$ cat src/rtl/product_multiplier.sv
// Full-width integer multiplier, L = INREG_EN+PIPEREG_EN_1..3+OUTREG_EN cycles.
// No handshake or backpressure: ce stalls every stage together, rst flushes all.

module product_multiplier_stage #(
   parameter int W  = 1,
   parameter bit EN = 1'b1
) (
   input  logic         clk,
   input  logic         rst,
   input  logic         ce,
   input  logic [W-1:0] d,
   output logic [W-1:0] q
);
   generate
      if (EN) begin : g_reg
         logic [W-1:0] data_q;
         logic [W-1:0] data_d;

         always_comb begin
            data_d = data_q;
            if (ce) data_d = d;
         end

         always_ff @(posedge clk or posedge rst) begin
            if (rst) data_q <= '0;
            else     data_q <= data_d;
         end

         assign q = data_q;
      end else begin : g_wire
         // A disabled stage is a plain wire; control inputs are intentionally ignored.
         logic unused_ctrl;
         assign unused_ctrl = clk ^ rst ^ ce;
         assign q = d;
      end
   endgenerate
endmodule

module product_multiplier #(
   parameter int ASIZE        = 16,
   parameter int BSIZE        = 16,
   parameter int A_SIGNED     = 1,
   parameter int B_SIGNED     = 1,
   parameter int INREG_EN     = 0,
   parameter int PIPEREG_EN_1 = 1,
   parameter int PIPEREG_EN_2 = 1,
   parameter int PIPEREG_EN_3 = 1,
   parameter int OUTREG_EN    = 0,
   localparam int PSIZE       = ASIZE + BSIZE
) (
   input  logic             clk,
   input  logic             rst,
   input  logic             ce,
   input  logic [ASIZE-1:0] a,
   input  logic [BSIZE-1:0] b,
   output logic [PSIZE-1:0] p
);
   logic [ASIZE-1:0]   a_in;
   logic [BSIZE-1:0]   b_in;
   logic [PSIZE-1:0]   a_ext;
   logic [PSIZE-1:0]   b_ext;
   logic [2*PSIZE-1:0] ops_s1;
   logic [PSIZE-1:0]   prod_raw;
   logic [PSIZE-1:0]   prod_s2;
   logic [PSIZE-1:0]   prod_s3;

   product_multiplier_stage #(.W(ASIZE + BSIZE), .EN(INREG_EN != 0)) u_inreg (
      .clk (clk),
      .rst (rst),
      .ce  (ce),
      .d   ({a, b}),
      .q   ({a_in, b_in})
   );

   // Extending both operands to PSIZE makes a plain unsigned multiply exact in its low PSIZE bits.
   assign a_ext = (A_SIGNED != 0) ? {{BSIZE{a_in[ASIZE-1]}}, a_in} : {{BSIZE{1'b0}}, a_in};
   assign b_ext = (B_SIGNED != 0) ? {{ASIZE{b_in[BSIZE-1]}}, b_in} : {{ASIZE{1'b0}}, b_in};

   product_multiplier_stage #(.W(2 * PSIZE), .EN(PIPEREG_EN_1 != 0)) u_stage1 (
      .clk (clk),
      .rst (rst),
      .ce  (ce),
      .d   ({a_ext, b_ext}),
      .q   (ops_s1)
   );

   assign prod_raw = ops_s1[2*PSIZE-1:PSIZE] * ops_s1[PSIZE-1:0];

   product_multiplier_stage #(.W(PSIZE), .EN(PIPEREG_EN_2 != 0)) u_stage2 (
      .clk (clk),
      .rst (rst),
      .ce  (ce),
      .d   (prod_raw),
      .q   (prod_s2)
   );

   product_multiplier_stage #(.W(PSIZE), .EN(PIPEREG_EN_3 != 0)) u_stage3 (
      .clk (clk),
      .rst (rst),
      .ce  (ce),
      .d   (prod_s2),
      .q   (prod_s3)
   );

   product_multiplier_stage #(.W(PSIZE), .EN(OUTREG_EN != 0)) u_outreg (
      .clk (clk),
      .rst (rst),
      .ce  (ce),
      .d   (prod_s3),
      .q   (p)
   );
endmodule

$ cat config.mk
export PLATFORM = sky130hd
export DESIGN_NAME = product_multiplier
export DESIGN_NICKNAME = d
export VERILOG_FILES = /design/src/rtl/product_multiplier.sv
export SDC_FILE = /design/constraint.sdc
export NUM_CORES = 1
export LEC_CHECK = 0
export BUFFER_PORTS_ARGS = -buffer_cell sky130_fd_sc_hd__buf_2
export CAP_MARGIN = 20
export CORE_MARGIN = 5
export CORE_UTILIZATION = 45
export CTS_CLUSTER_SIZE = 10
export DETAILED_ROUTE_END_ITERATION = 10
export SKIP_CTS_REPAIR_TIMING = 1
export SYNTH_ARGS = -nofsm -noshare
export SYNTH_HDL_FRONTEND = slang
export SYNTH_SLANG_ARGS = --single-unit
$ cat constraint.sdc
create_clock -name clk -period 17.7 [get_ports clk]
set_clock_uncertainty 0.2 [all_clocks]
set_input_delay 1.77 -clock clk [delete_from_list [all_inputs] [get_ports clk]]
set_output_delay 1.77 -clock clk [all_outputs]
set_load 0.005 [all_outputs]
* Word level (Yosys, flattened, before mapping) *
Cells that the tools add are included.

word-level totals
  bits in registers = 112
  bits in latches = 0
  bits in writable memories = 0
  memory bits (read-only) = 0
  output and inout bits = 32
  memories = 0

operators by class
  add/subtract/negate cells = 0
  multipliers = 1
  div/mod/pow operators = 0
  order comparisons = 0
  equality and inequality tests = 0
  shift operators = 0
  mux-type cells = 0
  bitwise operators = 0
  reduce and logical (&&, ||, !) cells = 0

operators with widths
  cell            number
  $mul 16x32->32  1

* Depth between registers and ports, before layout *
Gate-level depths: netlist (run 1).

  depth in word-level cells = 1
  mapped depth = 23
  gate-level depth less buffers = 20

* By module *
A second synthesis (run 1) with hierarchy kept.

unflattened totals
  cells, all modules = 2044
  area total of the unflattened synthesis = 21610.7 um^2

by module, submodules not included
  module                                    instances  cells an instance  area each (um^2)  seq. area each (um^2)
  product_multiplier                        1          1706               15750.1           0.0
  product_multiplier_stage at u_stage2 ...  2          69                 1348.8            800.8
  product_multiplier_stage at u_stage1      1          136                2682.6            1601.5
  product_multiplier_stage at u_inreg ...   2          32                 240.2             0.0

* Worst setup path before layout (run 1) *
No wires, ideal clock.

  kind = flip-flop to flip-flop
  from = reg u_stage1.q[31] (netlist name)
  to = reg u_stage2.g_reg.data_q[29] (netlist: u_stage2.q[29])
  library setup time = 0.139 ns
  arrival = 5.976 ns
  required time = 17.361 ns
  setup slack = 11.385 ns
  cell stages (with the launch flop) = 18
  period minus slack after synthesis = 6.315 ns
  cell sequence = dfrtp_1 > clkbuf_1 > nand2_1 > inv_1 > fa_1 > fa_1 > fa_1 > fa_1 > fa_1 > fa_1 > ha_1 > a21o_1 > a21o_1 > a221oi_2 > o2111ai_2 > a21oi_1 > nor3_1 > or4_1

RTL lines
  item                    RTL line  source
  end signal: assignment  26        else data_q <= data_d;
  end: declaration        16        logic [W-1:0] data_q;

==> results of run 1 <==
[layout make-up]
cell class | instances | area share [%]
multi-input cells | 877 | 67.4
flip-flops and latches | 96 | 16.7
inverters | 303 | 7.91
well taps | 390 | 3.39
repair buffers | 71 | 2.57
clock buffers | 9 | 1.56
clock inverters | 6 | 0.478
[layer usage]
metal	track usage (%)	share of wire (%)
met4	4.17	2.1
met3	2.70	3.9
met2	35.5	52
met1	25.6	42
met5	0	0
[logic make-up after synthesis]
family	share of synthesized area [%]
compound gates	5.30
xor+xnor	1.63
fa+ha+maj	46.6
buf+inv	9.97
mux	6.44
flops	17.8
simple gates	12.2
[through the flow]
stage	instance area, µm²	util, %	hold WS (ns)	setup WS (ns)	instances
6_report	14400	48.7	0.284	10.69	1752
5_1_grt	14400	48.7	0.307	10.35	1752
4_1_cts	14400	48.7	0.291	10.65	1752
3_5_place_dp	14100	47.8	0.276	10.66	1737
3_3_place_gp	14100	47.8	0.275	10.73	1737
2_1_floorplan	13500	-	0.246	11.39	1324
[critical path: stages (launching register included)]
cell       delay [ns]
dfrtp_1          0.77
nand2_1          0.20
inv_1            0.17
fa_1             0.57
fa_1             0.91
fa_1             0.53
fa_1             0.51
fa_1             0.49
inv_1            0.05
fa_1             0.47
inv_1            0.04
ha_1             0.30
nand2_1          0.10
nor2_1           0.20
nand3_1          0.21
o2111ai_2        0.28
a21oi_1          0.13
o2111a_1         0.24
or4_1            0.49
[synth_stat cells (2+ instances only)]
library cell / count / area [µm²]
inv_1: 303 / 1140
fa_1: 262 / 5250
nand2_1: 140 / 526
and2_1: 123 / 769
dfrtp_1: 96 / 2400
ha_1: 82 / 1030
mux2_2: 77 / 867
clkbuf_1: 42 / 158
nor2_1: 31 / 116
a21oi_1: 19 / 95.1
xnor2_1: 19 / 166
o21ai_0: 13 / 65.1
a21o_1: 12 / 90.1
a211oi_1: 8 / 60.1
nor3_1: 8 / 40.0
nand3_1: 7 / 35.0
xor2_1: 6 / 52.6
nand2b_1: 5 / 31.3
o31ai_1: 5 / 37.5
or3_1: 5 / 31.3
a31oi_1: 4 / 25.0
nand4_1: 4 / 25.0
o21ai_1: 4 / 20.0
o21bai_1: 4 / 30.0
and3_1: 3 / 18.8
buf_6: 3 / 33.8
o211ai_1: 3 / 22.5
o2bb2ai_1: 3 / 26.3
a211o_1: 2 / 17.5
a21boi_0: 2 / 15.0
a221oi_1: 2 / 17.5
a221oi_2: 2 / 30.0
buf_1: 2 / 7.51
nor3b_1: 2 / 15.0
o21a_1: 2 / 15.0
o221ai_1: 2 / 17.5
or4_1: 2 / 15.0
[path summary, 6_finish.rpt]
| path | cells after the start | from | end |
|---|---|---|---|
| worst max-delay path | 18 | u_stage1.q[31] | u_stage2.q[29] |
| worst min register to register | 2 | u_stage2.q[25] | u_stage2.q[25] |
| min in group asynchronous | 2 | rst | u_stage1.q[5] |
| max in group asynchronous | 3 | rst | u_stage1.q[36] |
| worst min-delay path | 2 | u_stage2.q[25] | u_stage2.q[25] |
| worst max register to register | 18 | u_stage1.q[31] | u_stage2.q[29] |
[flip-flops by register name, summed over array words and instances, names as in the netlist]
signal / cells
u_stage2.q: 32
u_stage1.q: 32
u_stage3.q: 32
==> results by group, run 1 <==
STA
  • Tmin final: 7.01 ns
  • Unrepaired setup endpoints after global routing: false
  • Final Max Slew Viols: 0
  • Worst-margin pin slew: 0.857 ns
  • Relative slew slack: 42.9%
  • Fmax: 143 MHz
  • Final worst-path cycle share: 39.6%
  • Setup TNS: 0 ns
  • Final hold vios: 0
  • Final setup fails: 0

Global route
  • Initial antenna violation count: 0
  • Vias in the first global route: 9,924
  • First-pass GRT wire length: 52,000 µm
  • Tot GR Track Use: 19.7%
  • Largest net degree at the start of global routing: 65
  • Grt ovf: 0

Synthesis
  • Syn Nets: 1,703
  • Ys flop type: dfrtp_1
  • Avg Synthesized Cell Area: 10.2 µm²
  • Netlist Area Pre-Place: 0.0135 mm²
  • Post-Synthesis Cells: 1,324
  • Sequential area share after synthesis: 17.8%
  • Number of synthesized flops with an enable pin: 0
  • Post-synth ARST share: 100%
  • Post-synthesis cell type count: 52
  • Yosys reg bits: 96
  • Yosys warnings: 0

Placement
  • Post-DP HPWL: 24,900 µm
  • GP Congestion: 0.897
  • PortBufs: 66

Final layout
  • Syn-to-layout area delta: 7.07%
  • Multi-input gate area: 0.00972 mm²
  • Ant. Diodes: 0
  • Share of post-route cells with drive strength above 1: 12.6%
  • FF/Latch Area: 0.00240 mm²
  • Commonest non-fill, non-tap cell in the layout: inv_1
  • FILL cells: 2,788
  • Final nets: 1,737
  • Leading cell types in the layout, fill and taps excluded: inv_1 (302), fa_1 (262), nand2_1 (140)

Critical path
  • Kind of critical path: reg -> reg
  • Setup crit start kind: flop
  • Flop-to-flop setup slack: 10.69 ns
  • Worst Path Arrival: 7.04 ns
  • Data required time of the critical path: 17.73 ns
  • Worst-path maximum fanout: 17
  • Crit path capture type: flop

Drt
  • Drt total wl: 30,900 µm
  • Vias per std cell: 5.11
  • Detail Route Antenna Nets: 0
  • DRT Pass-1 Iters: 5
  • 1st-iter DRT viols: 470
  • Vias: 8,961
  • DR WL/cell: 17.6 µm
  • DRC viols: 0

Floorplan
  • Die height: 183 µm
  • CORE AREA: 0.0296 mm²
  • Io pins: 67
  • Site row count: 63
  • Die area: 0.0335 mm²
  • Die width: 183 µm
  • Initial cell density of the core: 45.5%

Clocking
  • Reg clk slew, reported paths: 0.07 ns
  • Num CTS Buffers: 9
  • CTS tree: yes
  • CTS H-tree depth: 3
  • Clk buf depth: 2
  • CTS Root Cell: clkbuf_16
  • Clock sinks: 96
  • Clk Latency, worst-skew pair: 0.36 ns

Worst hold path
  • HP Class: reg -> reg

Run status
  • Status: complete, no violations

Job
  • Max_cap viols: 0
Power of run 1 is not shown: default switching activity piles up to over one toggle a cycle in this logic, so the estimate is an artifact.
==> inputs of run 2 (changes only) <==
==> constraint.sdc (replaced) <==
create_clock -name clk -period 5.9 [get_ports clk]
set_clock_uncertainty 0.2 [all_clocks]
set_input_delay 0.59 -clock clk [delete_from_list [all_inputs] [get_ports clk]]
set_output_delay 0.59 -clock clk [all_outputs]
set_load 0.005 [all_outputs]
==> results by group, run 2 (synthesis results as in run 1) <==
Run status
  • Status: complete, but fails checks (was complete, no violations)
  • Failing checks: setup timing

Placement
  • Placed instance area: 0.0154 mm² (was 0.0141 mm²)
  • GP Congestion: 0.854 (was 0.897)
  • Post-DP HPWL: 26,600 µm (was 24,900 µm)
  • PortBufs: 66 (unchanged)
  • Setup WS pre-CTS: -0.478 ns (was 10.66 ns)

Critical path
  • Kind of critical path: reg -> reg (unchanged)
  • Worst flop-to-flop path startpoint: u_stage1.q[31] (unchanged)
  • Reg2reg end: u_stage2.q[29] (unchanged)
  • Data required time of the critical path: 5.94 ns (was 17.73 ns)
  • Crit path capture type: flop (unchanged)
  • Worst-path maximum fanout: 5 (was 17)
  • Worst Path Arrival: 6.25 ns (was 7.04 ns)
  • Flop-to-flop setup slack: -0.30 ns (was 10.69 ns)
  • Setup crit start kind: flop (unchanged)
  • Worst reg2reg path depth: 20 (was 18)

Drt
  • DRT Pass-1 Iters: 4 (was 5)
  • Vias per std cell: 4.96 (was 5.11)
  • Vias: 9,550 (was 8,961)
  • 1st-iter DRT viols: 402 (was 470)
  • Drt total wl: 32,100 µm (was 30,900 µm)
  • Detail Route Antenna Nets: 0 (unchanged)
  • DR WL/cell: 16.7 µm (was 17.6 µm)
  • DRC viols: 0 (unchanged)

Floorplan
  • Die area: 0.0335 mm² (unchanged)
  • CORE AREA: 0.0296 mm² (unchanged)
  • Initial cell density of the core: 45.5% (unchanged)
  • Io pins: 67 (unchanged)
  • Site row count: 63 (unchanged)
  • Die width: 183 µm (unchanged)
  • Die height: 183 µm (unchanged)

Final layout
  • Final nets: 1,908 (was 1,737)
  • Final Instance Area: 0.0163 mm² (was 0.0144 mm²)
  • Ant. Diodes: 0 (unchanged)
  • Share of post-route cells with drive strength above 1: 28.1% (was 12.6%)
  • Commonest non-fill, non-tap cell in the layout: inv_1 (unchanged)
  • FILL cells: 2,637 (was 2,788)
  • Leading cell types in the layout, fill and taps excluded: inv_1 (294), fa_1 (251), buf_4 (156) (was inv_1 (302), fa_1 (262), nand2_1 (140))
  • Syn-to-layout area delta: 20.9% (was 7.07%)

Global route
  • Initial antenna violation count: 0 (unchanged)
  • Largest net degree at the start of global routing: 70 (was 65)
  • First-pass GRT wire length: 53,400 µm (was 52,000 µm)
  • Vias in the first global route: 10,423 (was 9,924)
  • Grt ovf: 0 (unchanged)
  • Tot GR Track Use: 20.1% (was 19.7%)

STA
  • Fmax: 161 MHz (was 143 MHz)
  • Final worst-path cycle share: 105% (was 39.6%)
  • Final setup fails: 10 (was 0)
  • Relative slew slack: 41.3% (was 42.9%)
  • Final hold vios: 0 (unchanged)
  • Final setup margin: -0.301 ns (was 10.69 ns)
  • Setup TNS: -1.77 ns (was 0 ns)
  • Worst-margin pin slew: 0.880 ns (was 0.857 ns)
  • Final Max Slew Viols: 0 (unchanged)
  • Tmin final: 6.20 ns (was 7.01 ns)
  • Unrepaired setup endpoints after global routing: true (was false)

Clocking
  • CTS H-tree depth: 3 (unchanged)
  • CTS Root Cell: clkbuf_16 (unchanged)
  • Clk buf depth: 2 (unchanged)
  • Clock sinks: 96 (unchanged)
  • Num CTS Buffers: 9 (unchanged)
  • CTS tree: yes (unchanged)
  • Clk Latency, worst-skew pair: 0.37 ns (was 0.36 ns)
  • Reg clk slew, reported paths: 0.08 ns (was 0.07 ns)

Job
  • Max_cap viols: 0 (unchanged)

Worst hold path
  • HP Class: in -> async (was reg -> reg)
run 2: cell count changes in the layout (fill, tap and decap cells not counted), moves of 12 or more:
cell     previous run  this run
buf_12              0        12
buf_4               6       156
dfrtp_1            96        74
dfrtp_2             0        22
ha_1               82        69
run 2: layout make-up:
class	count	area (µm²)	area share (%)
well taps	390	488	3.00
clock inverters	6	52.6	0.323
inverters	303	1140	7.00
clock buffers	10	229	1.41
repair buffers	242	1840	11.3
flip-flops and latches	96	2430	14.9
multi-input cells	877	10100	62.0
run 2: through the flow:
step | hold WS [ns] | cells | util, %
finish | 0.0373 | 1924 | 55.1
global route | 0.0628 | 1924 | 55.1
CTS | 0.0361 | 1901 | 53.0
detailed placement | 0.274 | 1885 | 52.0
global placement | 0.276 | 1885 | 52.0
floorplan | 0.246 | 1324 | -
run 2: how the worst max path moves through the flow:
stage	from	to	slack (ns)	cells past startpoint
after floorplan	u_stage1.q[40]	u_stage2.q[29]	-0.009	20
after global placement	u_stage1.q[9]	u_stage2.q[29]	-0.32	19
after global routing	u_stage1.q[5]	u_stage2.q[29]	-0.52	19
final	u_stage1.q[31]	u_stage2.q[29]	-0.30	20
after CTS	u_stage1.q[9]	u_stage2.q[29]	-0.48	19
after detailed placement	u_stage1.q[9]	u_stage2.q[29]	-0.48	19
run 2: routing by layer:
metal  global-route usage [%]  wire length [µm]
met1                     25.6             13200
met2                     37.2             17600
met3                     2.26               857
met4                     3.78               488
met5                        0                 0
run 2: worst max-delay path, cell delays in order, from the launching register on:
cell	delay (ns)
dfrtp_2	0.47
buf_6	0.15
nand2_4	0.07
inv_2	0.05
fa_2	0.60
buf_12	0.13
fa_1	0.44
fa_2	0.55
fa_1	0.43
fa_1	0.51
inv_1	0.05
fa_1	0.49
inv_2	0.05
ha_4	0.25
nand4_1	0.19
nor2_2	0.19
nand3_2	0.13
o2111ai_4	0.25
a21oi_2	0.09
o2111a_1	0.26
or4_4	0.50
Power of run 2 is left out for the same reason.
